[config.mk]
export PLATFORM = sky130hd
export DESIGN_NAME = ps2_keyboard_rx
export DESIGN_NICKNAME = d
export VERILOG_FILES = /design/src/rtl/ps2_pkg.sv /design/src/rtl/ps2_line_filter.sv /design/src/rtl/ps2_keyboard_rx.sv
export SDC_FILE = /design/constraint.sdc
export NUM_CORES = 1
export LEC_CHECK = 0
export ABC_CLOCK_PERIOD_IN_PS = 5500
export CORE_MARGIN = 2
export CORE_UTILIZATION = 55
export CTS_CLUSTER_DIAMETER = 120
export DETAILED_ROUTE_END_ITERATION = 12
export HOLD_SLACK_MARGIN = 0.12
export PLACE_DENSITY = 0.77
export SYNTH_ARGS = -nofsm -noshare
export SYNTH_HDL_FRONTEND = slang
export SYNTH_SLANG_ARGS = --single-unit
export TNS_END_PERCENT = 5
[constraint.sdc]
create_clock -name clk_sys -period 5.5 [get_ports clk_sys]
set_clock_uncertainty 0.2 [all_clocks]
set_input_delay 1.1 -clock clk_sys [delete_from_list [all_inputs] [get_ports clk_sys]]
set_output_delay 1.1 -clock clk_sys [all_outputs]
set_load 0.05 [all_outputs]
[src/rtl/ps2_pkg.sv]
//------------------------------------------------------------------------------
// Module  : ps2_pkg
// Brief   : Shared types and Set 2 prefix constants for the PS/2 receiver.
// Revision: 1.0
//------------------------------------------------------------------------------
`default_nettype none

package ps2_pkg;

  typedef enum logic [1:0] {
    ST_IDLE   = 2'd0,
    ST_DATA   = 2'd1,
    ST_PARITY = 2'd2,
    ST_STOP   = 2'd3
  } frame_state_t;

  localparam logic [7:0] PS2_E0      = 8'hE0;
  localparam logic [7:0] PS2_F0      = 8'hF0;
  localparam logic [7:0] PS2_E1      = 8'hE1;
  localparam logic [7:0] PS2_BAT_OK  = 8'hAA;
  localparam logic [7:0] PS2_ACK     = 8'hFA;
  localparam logic [2:0] PS2_E1_SKIP = 3'd7;

endpackage

`default_nettype wire

[src/rtl/ps2_line_filter.sv]
//------------------------------------------------------------------------------
// Module  : ps2_line_filter
// Brief   : Two-flop synchronizer plus saturating-count glitch filter, idle high.
// Revision: 1.0
//------------------------------------------------------------------------------
`default_nettype none

module ps2_line_filter #(
  parameter int FILTER_LEN = 8
) (
  input  logic clk,
  input  logic rst,
  input  logic i_raw,
  output logic o_filt
);

  localparam logic [7:0] C_CNT_LAST = 8'(FILTER_LEN - 1);

  logic       r_sync0;
  logic       r_sync1;
  logic       r_filt;
  logic [7:0] r_cnt;

  // Output flips only after FILTER_LEN consecutive samples disagree with it.
  always_ff @(posedge clk or posedge rst) begin
    if (rst) begin
      r_sync0 <= 1'b1;
      r_sync1 <= 1'b1;
      r_filt  <= 1'b1;
      r_cnt   <= '0;
    end else begin
      r_sync0 <= i_raw;
      r_sync1 <= r_sync0;
      if (r_sync1 == r_filt) begin
        r_cnt <= '0;
      end else if (r_cnt == C_CNT_LAST) begin
        r_filt <= r_sync1;
        r_cnt  <= '0;
      end else begin
        r_cnt <= r_cnt + 8'd1;
      end
    end
  end

  assign o_filt = r_filt;

endmodule

`default_nettype wire

[src/rtl/ps2_keyboard_rx.sv]
//------------------------------------------------------------------------------
// Module  : ps2_keyboard_rx
// Brief   : Receive-only PS/2 keyboard deframer and Set 2 prefix decoder.
//           Option macro: PS2_RX_TYPEMATIC_FILTER_EN (suppress repeated makes).
// Revision: 1.0
//------------------------------------------------------------------------------
`default_nettype none

module ps2_keyboard_rx
  import ps2_pkg::*;
#(
  parameter int FILTER_LEN     = 8,
  parameter int TIMEOUT_CYCLES = 100000
) (
  input  logic       clk_sys,
  input  logic       reset,
  input  logic       ps2_clk,
  input  logic       ps2_data,
  output logic       key_strobe,
  output logic       key_pressed,
  output logic [7:0] key_code,
  output logic       key_extended,
  output logic       frame_err
);

  localparam logic [19:0] C_WDOG_LAST = 20'(TIMEOUT_CYCLES - 1);

  logic         w_clk_f;
  logic         w_data_f;
  logic         r_clk_prev;
  logic         w_fall;

  frame_state_t r_state;
  frame_state_t w_state_nxt;
  logic [2:0]   r_bitcnt;
  logic [7:0]   r_shift;
  logic         r_par;
  logic [19:0]  r_wdog;
  logic         w_byte_valid;
  logic         w_err;
  logic         w_timeout;

  logic         r_ext;
  logic         r_brk;
  logic [2:0]   r_skip;
  logic         w_key_evt;
  logic         w_suppress;

  logic         r_key_strobe;
  logic         r_key_pressed;
  logic [7:0]   r_key_code;
  logic         r_key_ext;
  logic         r_frame_err;

  ps2_line_filter #(.FILTER_LEN(FILTER_LEN)) u_clk_filt (
    .clk    (clk_sys),
    .rst    (reset),
    .i_raw  (ps2_clk),
    .o_filt (w_clk_f)
  );

  ps2_line_filter #(.FILTER_LEN(FILTER_LEN)) u_data_filt (
    .clk    (clk_sys),
    .rst    (reset),
    .i_raw  (ps2_data),
    .o_filt (w_data_f)
  );

  assign w_fall = r_clk_prev & ~w_clk_f;

  always_comb begin
    w_state_nxt  = r_state;
    w_byte_valid = 1'b0;
    w_err        = 1'b0;
    w_timeout    = 1'b0;
    if (w_fall) begin
      case (r_state)
        ST_IDLE: begin
          if (!w_data_f) w_state_nxt = ST_DATA;
          else           w_err       = 1'b1;
        end
        ST_DATA:   if (r_bitcnt == 3'd7) w_state_nxt = ST_PARITY;
        ST_PARITY: w_state_nxt = ST_STOP;
        ST_STOP: begin
          w_state_nxt = ST_IDLE;
          // Odd parity: data plus parity bit must hold an odd number of ones.
          if (w_data_f && (^{r_shift, r_par})) w_byte_valid = 1'b1;
          else                                 w_err        = 1'b1;
        end
        default: w_state_nxt = ST_IDLE;
      endcase
    end else if (r_state != ST_IDLE && r_wdog == C_WDOG_LAST) begin
      w_timeout   = 1'b1;
      w_err       = 1'b1;
      w_state_nxt = ST_IDLE;
    end
  end

  always_ff @(posedge clk_sys or posedge reset) begin
    if (reset) begin
      r_clk_prev <= 1'b1;
      r_state    <= ST_IDLE;
      r_bitcnt   <= '0;
      r_shift    <= '0;
      r_par      <= 1'b0;
      r_wdog     <= '0;
    end else begin
      r_clk_prev <= w_clk_f;
      r_state    <= w_state_nxt;
      if (w_fall || w_timeout || r_state == ST_IDLE) r_wdog <= '0;
      else                                          r_wdog <= r_wdog + 20'd1;
      if (w_fall) begin
        case (r_state)
          ST_IDLE: r_bitcnt <= '0;
          ST_DATA: begin
            r_shift  <= {w_data_f, r_shift[7:1]};
            r_bitcnt <= r_bitcnt + 3'd1;
          end
          ST_PARITY: r_par <= w_data_f;
          default: ;
        endcase
      end
    end
  end

  assign w_key_evt = w_byte_valid && (r_skip == 3'd0) &&
                     (r_shift != PS2_E0) && (r_shift != PS2_F0) &&
                     (r_shift != PS2_E1) && (r_shift != PS2_BAT_OK) &&
                     (r_shift != PS2_ACK);

`ifdef PS2_RX_TYPEMATIC_FILTER_EN
  logic       r_lm_valid;
  logic       r_lm_ext;
  logic [7:0] r_lm_code;

  assign w_suppress = ~r_brk && r_lm_valid && (r_lm_code == r_shift) && (r_lm_ext == r_ext);

  always_ff @(posedge clk_sys or posedge reset) begin
    if (reset) begin
      r_lm_valid <= 1'b0;
      r_lm_ext   <= 1'b0;
      r_lm_code  <= '0;
    end else if (w_key_evt) begin
      if (r_brk) begin
        r_lm_valid <= 1'b0;
      end else begin
        r_lm_valid <= 1'b1;
        r_lm_ext   <= r_ext;
        r_lm_code  <= r_shift;
      end
    end
  end
`else
  assign w_suppress = 1'b0;
`endif

  always_ff @(posedge clk_sys or posedge reset) begin
    if (reset) begin
      r_ext         <= 1'b0;
      r_brk         <= 1'b0;
      r_skip        <= '0;
      r_key_strobe  <= 1'b0;
      r_key_pressed <= 1'b0;
      r_key_code    <= '0;
      r_key_ext     <= 1'b0;
      r_frame_err   <= 1'b0;
    end else begin
      r_key_strobe <= 1'b0;
      r_frame_err  <= w_err;
      // An error drops any pending prefix so it cannot attach to a later code.
      if (w_err) begin
        r_ext  <= 1'b0;
        r_brk  <= 1'b0;
        r_skip <= '0;
      end else if (w_byte_valid) begin
        if (r_skip != 3'd0) begin
          r_skip <= r_skip - 3'd1;
        end else if (r_shift == PS2_E0) begin
          r_ext <= 1'b1;
        end else if (r_shift == PS2_F0) begin
          r_brk <= 1'b1;
        end else if (r_shift == PS2_E1) begin
          r_skip <= PS2_E1_SKIP;
        end else if (w_key_evt) begin
          r_ext <= 1'b0;
          r_brk <= 1'b0;
          if (!w_suppress) begin
            r_key_strobe  <= 1'b1;
            r_key_pressed <= ~r_brk;
            r_key_code    <= r_shift;
            r_key_ext     <= r_ext;
          end
        end
      end
    end
  end

  assign key_strobe   = r_key_strobe;
  assign key_pressed  = r_key_pressed;
  assign key_code     = r_key_code;
  assign key_extended = r_key_ext;
  assign frame_err    = r_frame_err;

endmodule

`default_nettype wire

==> impl_metrics.toml, run 1 <==
[outcome]
run_status = "finished clean"

[worst_hold_path]
hp-start = "u_clk_filt.r_sync0$_DFF_PP1_"
holdPathEnd = "u_clk_filt.r_sync1$_DFF_PP1_"
min_path_cells = 0
hold_class = "reg2reg"

[clocking]
path_clk_slew_ns = 0.08
cts_tree = "yes"
cts_root_buf = "clkbuf_8"
cts_setup_buffers = 0
clock_path_buffers = 2
numCtsBuffers = 9
cts.sinks = 74
htreeDepth = 3
hold_buffers = 0
clkLatencyLatePin_ns = 0.35
cts_repair_resize_count = 0

[finish]
antenna_cells = 0
fin_area_um2 = 3920
layout.area.seq_um2 = 1860
fin_util_pct = 65.4
instances_no_fill = 411
multiInputGateArea_um2 = 1520
syn2layout_area_growth_pct = 13.6
drive_gt1_share_pct = 14.9
fin_nets = 346
mostFrequentLayoutCell = "dfrtp_1"
final_cell_mix = "dfrtp_1, nor2_1, nand2_1"
final.fill_count = 477

[yosys]
synth-main-ff-cell = "dfrtp_1"
ys_ff_latch = 74
synthArstFlopShare_pct = 100
synth_cell_type_count = 47
synth_nets = 324
syn_avg_cell_area_um2 = 11.2
yosysSeqAreaShare_pct = 53.9
synthCells = 309
synth_warnings = 0
syn-cell-area_um2 = 3450
synth_edf_count = 0

[timing]
fin_setup_tns_ns = 0
grt_setup_unrepaired = "no"
holdWs_ns = 0.157
max_freq_mhz = 356
setup_viol = 0
drv_slew = 0
tightest_slew_ns = 0.922
max-slew-margin-rel_pct = 38.5
post-route-min-period_ns = 2.81
setup_slack_ns = 2.69
timing.final.crit_share_pct = 51.0
hold_viol = 0

[placed_design]
place.gp.congestion = 0.784
place_inst = 395
placed_area_um2 = 3680
dp_hpwl_um = 3840
port_buffers = 15
pre_cts_slack_ns = 2.61

[floorplan]
coreArea_um2 = 5990
dieHeight_um = 83.2
io_pins = 16
start_util_pct = 57.6
die_width_um = 83.2
dieArea_um2 = 6920
rows = 28

[power_and_ir_drop]
power.total_mw = 1.43
ir_drop_v = 0.000223
p_leak_nw = 1.79
powerDensity_nw_per_um2 = 366

[detailed_routing]
vias_per_cell = 5.44
drt_wl_total_um = 5570
drtPass1Iterations = 4
drcViolationCount = 0
vias = 2235
drt-wirelength-per-cell_um = 13.6
drt_iter0_drc = 103
antenna_left = 0

[critical_path]
worstReg2RegStart = "r_state[0]$_DFFE_PP0P_"
cp_slowest_stage_delay_ns = 0.80
path_delay_family = "buffers and inverters"
r2r_setup_slack_ns = 2.76
startpoint_type = "register"
worst_path_max_delay_cell = "clkdlybuf4s50_1"
worstPathMaxFanout = 2
reg2reg_to = "key_code[0]$_DFFE_PP0P_"
r2r_cells = 9
crit_type = "reg2out"
path_cells = "clkdlybuf4s50_1"
arrival_ns = 1.51
crit_required_ns = 4.20
critPathBufInv = 1
end_kind = "output port"

[global_routing]
grt-ovfl-total = 0
grt_start_max_net_pins = 47
gr-usage-all-layers_pct = 17.4
antenna_found_initial = 0
grt_pass1_vias = 2258
grt_pass1_wl_um = 9710

[job]
drv_cap = 0
-- per-layer routing --
| metal | share of wire (%) | vias to the layer above | track usage, % |
|---|---|---|---|
| met2 | 48 | 30 | 28.8 |
| li1 | - | 1093 | - |
| met4 | 2.7 | 0 | 10.3 |
| met1 | 47 | 1097 | 21.0 |
| met3 | 2.6 | 15 | 3.68 |
| met5 | 0 | - | 0 |
-- layout make-up --
cell class	instances	share of cell area, %
flip-flops and latches	74	47.5
multi-input cells	219	38.9
repair buffers	16	4.02
clock buffers	11	3.35
clock inverters	5	2.65
well taps	75	2.40
inverters	11	1.18
-- state kept, by name (all words and copies together), names as in the netlist, 2 cells and up --
signal and cells:
r_skip 3, r_wdog 20, r_bitcnt 3, u_data_filt.r_cnt 8, r_shift 8, u_clk_filt.r_cnt 8, r_state 2, key_code 8
-- synthesized netlist by cell type (3+ instances only) --
cell type	n	area, µm²
nand4_1	4	25.0
dfstp_2	7	184
and2_1	5	31.3
o21ai_0	6	30.0
nand3_1	18	90.1
xnor2_1	15	131
and3_1	5	31.3
nor3_1	3	15.0
nor2_1	42	158
inv_1	10	37.5
a21oi_1	6	30.0
xor2_1	22	193
nand2_1	26	97.6
dfrtp_1	67	1680
clkbuf_1	5	18.8
ha_1	11	138
nor2b_1	3	18.8
mux2_2	17	191
nor4_1	3	18.8
-- where the power goes --
part           internal (mW)  total (mW)  switching [mW]  leakage [nW]
Sequential             0.607       0.661          0.0540         0.996
Combinational          0.104       0.278           0.174         0.672
Clock                  0.302       0.495           0.193         0.118
-- worst max-delay path by stage --
stage | startpoint | depth (start not counted) | end
5_1_grt | r_shift[4]$_DFFE_PP0P_ | 6 | key_code[7]$_DFFE_PP0P_
4_1_cts | key_code[1]$_DFFE_PP0P_ | 1 | key_code[1]
3_3_place_gp | reset | 3 | r_clk_prev$_DFF_PP1_
3_5_place_dp | reset | 3 | r_clk_prev$_DFF_PP1_
6_report | key_code[1]$_DFFE_PP0P_ | 1 | key_code[1]
2_1_floorplan | reset | 1 | frame_err$_DFF_PP0_
-- kinds of logic (layout without fill, tap and decap cells) --
logic type	Yosys count	count (layout)	share of synthesized area [%]
XOR/XNOR	38	38	10.1
multiplexers	20	20	6.71
buffers and inverters	16	43	1.89
flip-flops	74	74	53.9
AO/OA/AOI/OAI	24	24	5.04
adder cells (fa/ha/maj)	11	11	3.99
AND/OR/NAND/NOR	126	126	18.4
No activity file was read; power rests on OpenSTA's default activity.
==> run 2, diff against run 1 <==
--- a/config.mk
+++ b/config.mk
@@ -5,7 +5,7 @@
 export SDC_FILE = /design/constraint.sdc
 export NUM_CORES = 1
 export LEC_CHECK = 0
-export ABC_CLOCK_PERIOD_IN_PS = 5500
+export ABC_CLOCK_PERIOD_IN_PS = 2800
 export CORE_MARGIN = 2
 export CORE_UTILIZATION = 55
 export CTS_CLUSTER_DIAMETER = 120
==> constraint.sdc (replaced) <==
create_clock -name clk_sys -period 2.8 [get_ports clk_sys]
set_clock_uncertainty 0.2 [all_clocks]
set_input_delay 0.56 -clock clk_sys [delete_from_list [all_inputs] [get_ports clk_sys]]
set_output_delay 0.56 -clock clk_sys [all_outputs]
set_load 0.05 [all_outputs]
==> run 2 against run 1 <==
Cell count up 0.49%. Highest routed layer unchanged. Die area unchanged. Total power is 87% higher.
==> impl_metrics.toml, run 2 (synthesized netlist as in run 1, its figures left out) <==
[global_routing]
grt_start_max_net_pins = 75
grt_pass1_wl_um = 10500
gr-usage-all-layers_pct = 18.7
grt_pass1_vias = 2327
grt-ovfl-total = 0
antenna_found_initial = 0

[outcome]
run_status = "finished clean"

[timing]
tightest_slew_ns = 0.493
post-route-min-period_ns = 2.66
fin_setup_tns_ns = 0
grt_setup_unrepaired = "no"
timing.final.crit_share_pct = 95.0
max_freq_mhz = 376
hold_viol = 0
max-slew-margin-rel_pct = 67.0
setup_viol = 0
drv_slew = 0
setup_slack_ns = 0.139

[clocking]
htreeDepth = 3
clkLatencyLatePin_ns = 0.35
clock_path_buffers = 2
cts_tree = "yes"
cts_root_buf = "clkbuf_8"
cts.sinks = 74
numCtsBuffers = 9
hold_buffers = 0
path_clk_slew_ns = 0.08

[finish]
fin_nets = 348
instances_no_fill = 413
regMostFlops = "r_wdog"
largest_reg_flops = 20
mostFrequentLayoutCell = "dfrtp_1"
final_cell_mix = "dfrtp_1, nor2_1, nand2_1"
antenna_cells = 0
drive_gt1_share_pct = 15.7
syn2layout_area_growth_pct = 13.5

[floorplan]
start_util_pct = 57.6
rows = 28
coreArea_um2 = 5990
dieHeight_um = 83.2
dieArea_um2 = 6920
die_width_um = 83.2
io_pins = 16

[worst_hold_path]
min_path_cells = 0
hold_class = "reg2reg"

[critical_path]
startpoint_type = "register"
worstPathMaxFanout = 10
crit_required_ns = 2.83
r2r_cells = 7
arrival_ns = 2.69
crit_type = "reg2reg"
end_kind = "register"

[detailed_routing]
vias = 2292
drtPass1Iterations = 4
drt_iter0_drc = 120
antenna_left = 0
drt-wirelength-per-cell_um = 14.3
drt_wl_total_um = 5890
drcViolationCount = 0
vias_per_cell = 5.55

[placed_design]
port_buffers = 15
pre_cts_slack_ns = 0.101
place_inst = 397
place.gp.congestion = 0.770
dp_hpwl_um = 4000

[power_and_ir_drop]
p_switching_mw = 0.844
p_leak_nw = 1.79
intPower_mw = 1.83
seqPwrFrac_pct = 48.5
swShare_pct = 31.5
combinationalPowerShare_pct = 21.8
ir_drop_v = 0.000435
power.total_mw = 2.68
clkPwrFrac_pct = 29.7
powerDensity_nw_per_um2 = 683

[job]
drv_cap = 0
## run 2: per-layer routing
layer | part of all wire, % | GRT usage [%] | vias to the layer above
li1 | - | - | 1105
met1 | 46 | 23.6 | 1136
met2 | 49 | 30.9 | 42
met3 | 3.6 | 5.07 | 9
met4 | 1.5 | 6.86 | 0
met5 | 0 | 0 | -
## run 2: metrics by stage
step           util (%)  hold slack, ns  instance area (µm²)
2_1_floorplan         -           0.145                 3450
3_3_place_gp       61.9           0.145                 3710
3_5_place_dp       61.9           0.149                 3710
4_1_cts            65.1           0.158                 3900
5_1_grt            65.4           0.163                 3920
6_report           65.4           0.156                 3920
## run 2: area by class of cell
class	instances	area [µm²]
Inverter	11	46.3
Clock inverter	5	56.3
Clock buffer	11	131
Fill cell	451	2070
Tap cell	75	93.8
Timing Repair Buffer	18	185
Sequential cell	74	1860
Multi-Input combinational cell	219	1540
## run 2: timing repair
item,CTS,global route
setup buffers,0,0
endpoints found under the setup margin,0,9
resized for setup,0,2
## run 2: final timing paths
kind,to,slack (ns),start
setup / recovery,key_extended$_DFFE_PP0P_,0.14,r_shift[4]$_DFFE_PP0P_
hold / removal,u_data_filt.r_sync1$_DFF_PP1_,0.16,u_data_filt.r_sync0$_DFF_PP1_
setup reg to reg,key_extended$_DFFE_PP0P_,0.14,r_shift[4]$_DFFE_PP0P_
hold reg to reg,u_data_filt.r_sync1$_DFF_PP1_,0.16,u_data_filt.r_sync0$_DFF_PP1_
max in group asynchronous,u_data_filt.r_sync0$_DFF_PP1_,1.66,reset
min in group asynchronous,u_clk_filt.r_cnt[7]$_DFF_PP0_,0.39,reset
## run 2: worst max-delay path: stages, from the launching register on
cell	delay (ns)
dfrtp_1	0.45
xnor2_1	0.25
xnor3_2	0.50
o32ai_1	0.30
or3_4	0.20
clkinv_4	0.08
nor2_8	0.21
mux2_2	0.36
## run 2: power groups by stage
| stage | sequential, mW | clock, mW | combinational, mW |
|---|---|---|---|
| after global placement | 1.31 | 0 | 0.556 |
| final | 1.30 | 0.795 | 0.583 |
| after detailed placement | 1.32 | 0 | 0.579 |
| after floorplan | 1.29 | 0 | 0.441 |
| after CTS | 1.30 | 0.818 | 0.585 |
| after global routing | 1.31 | 0.857 | 0.669 |
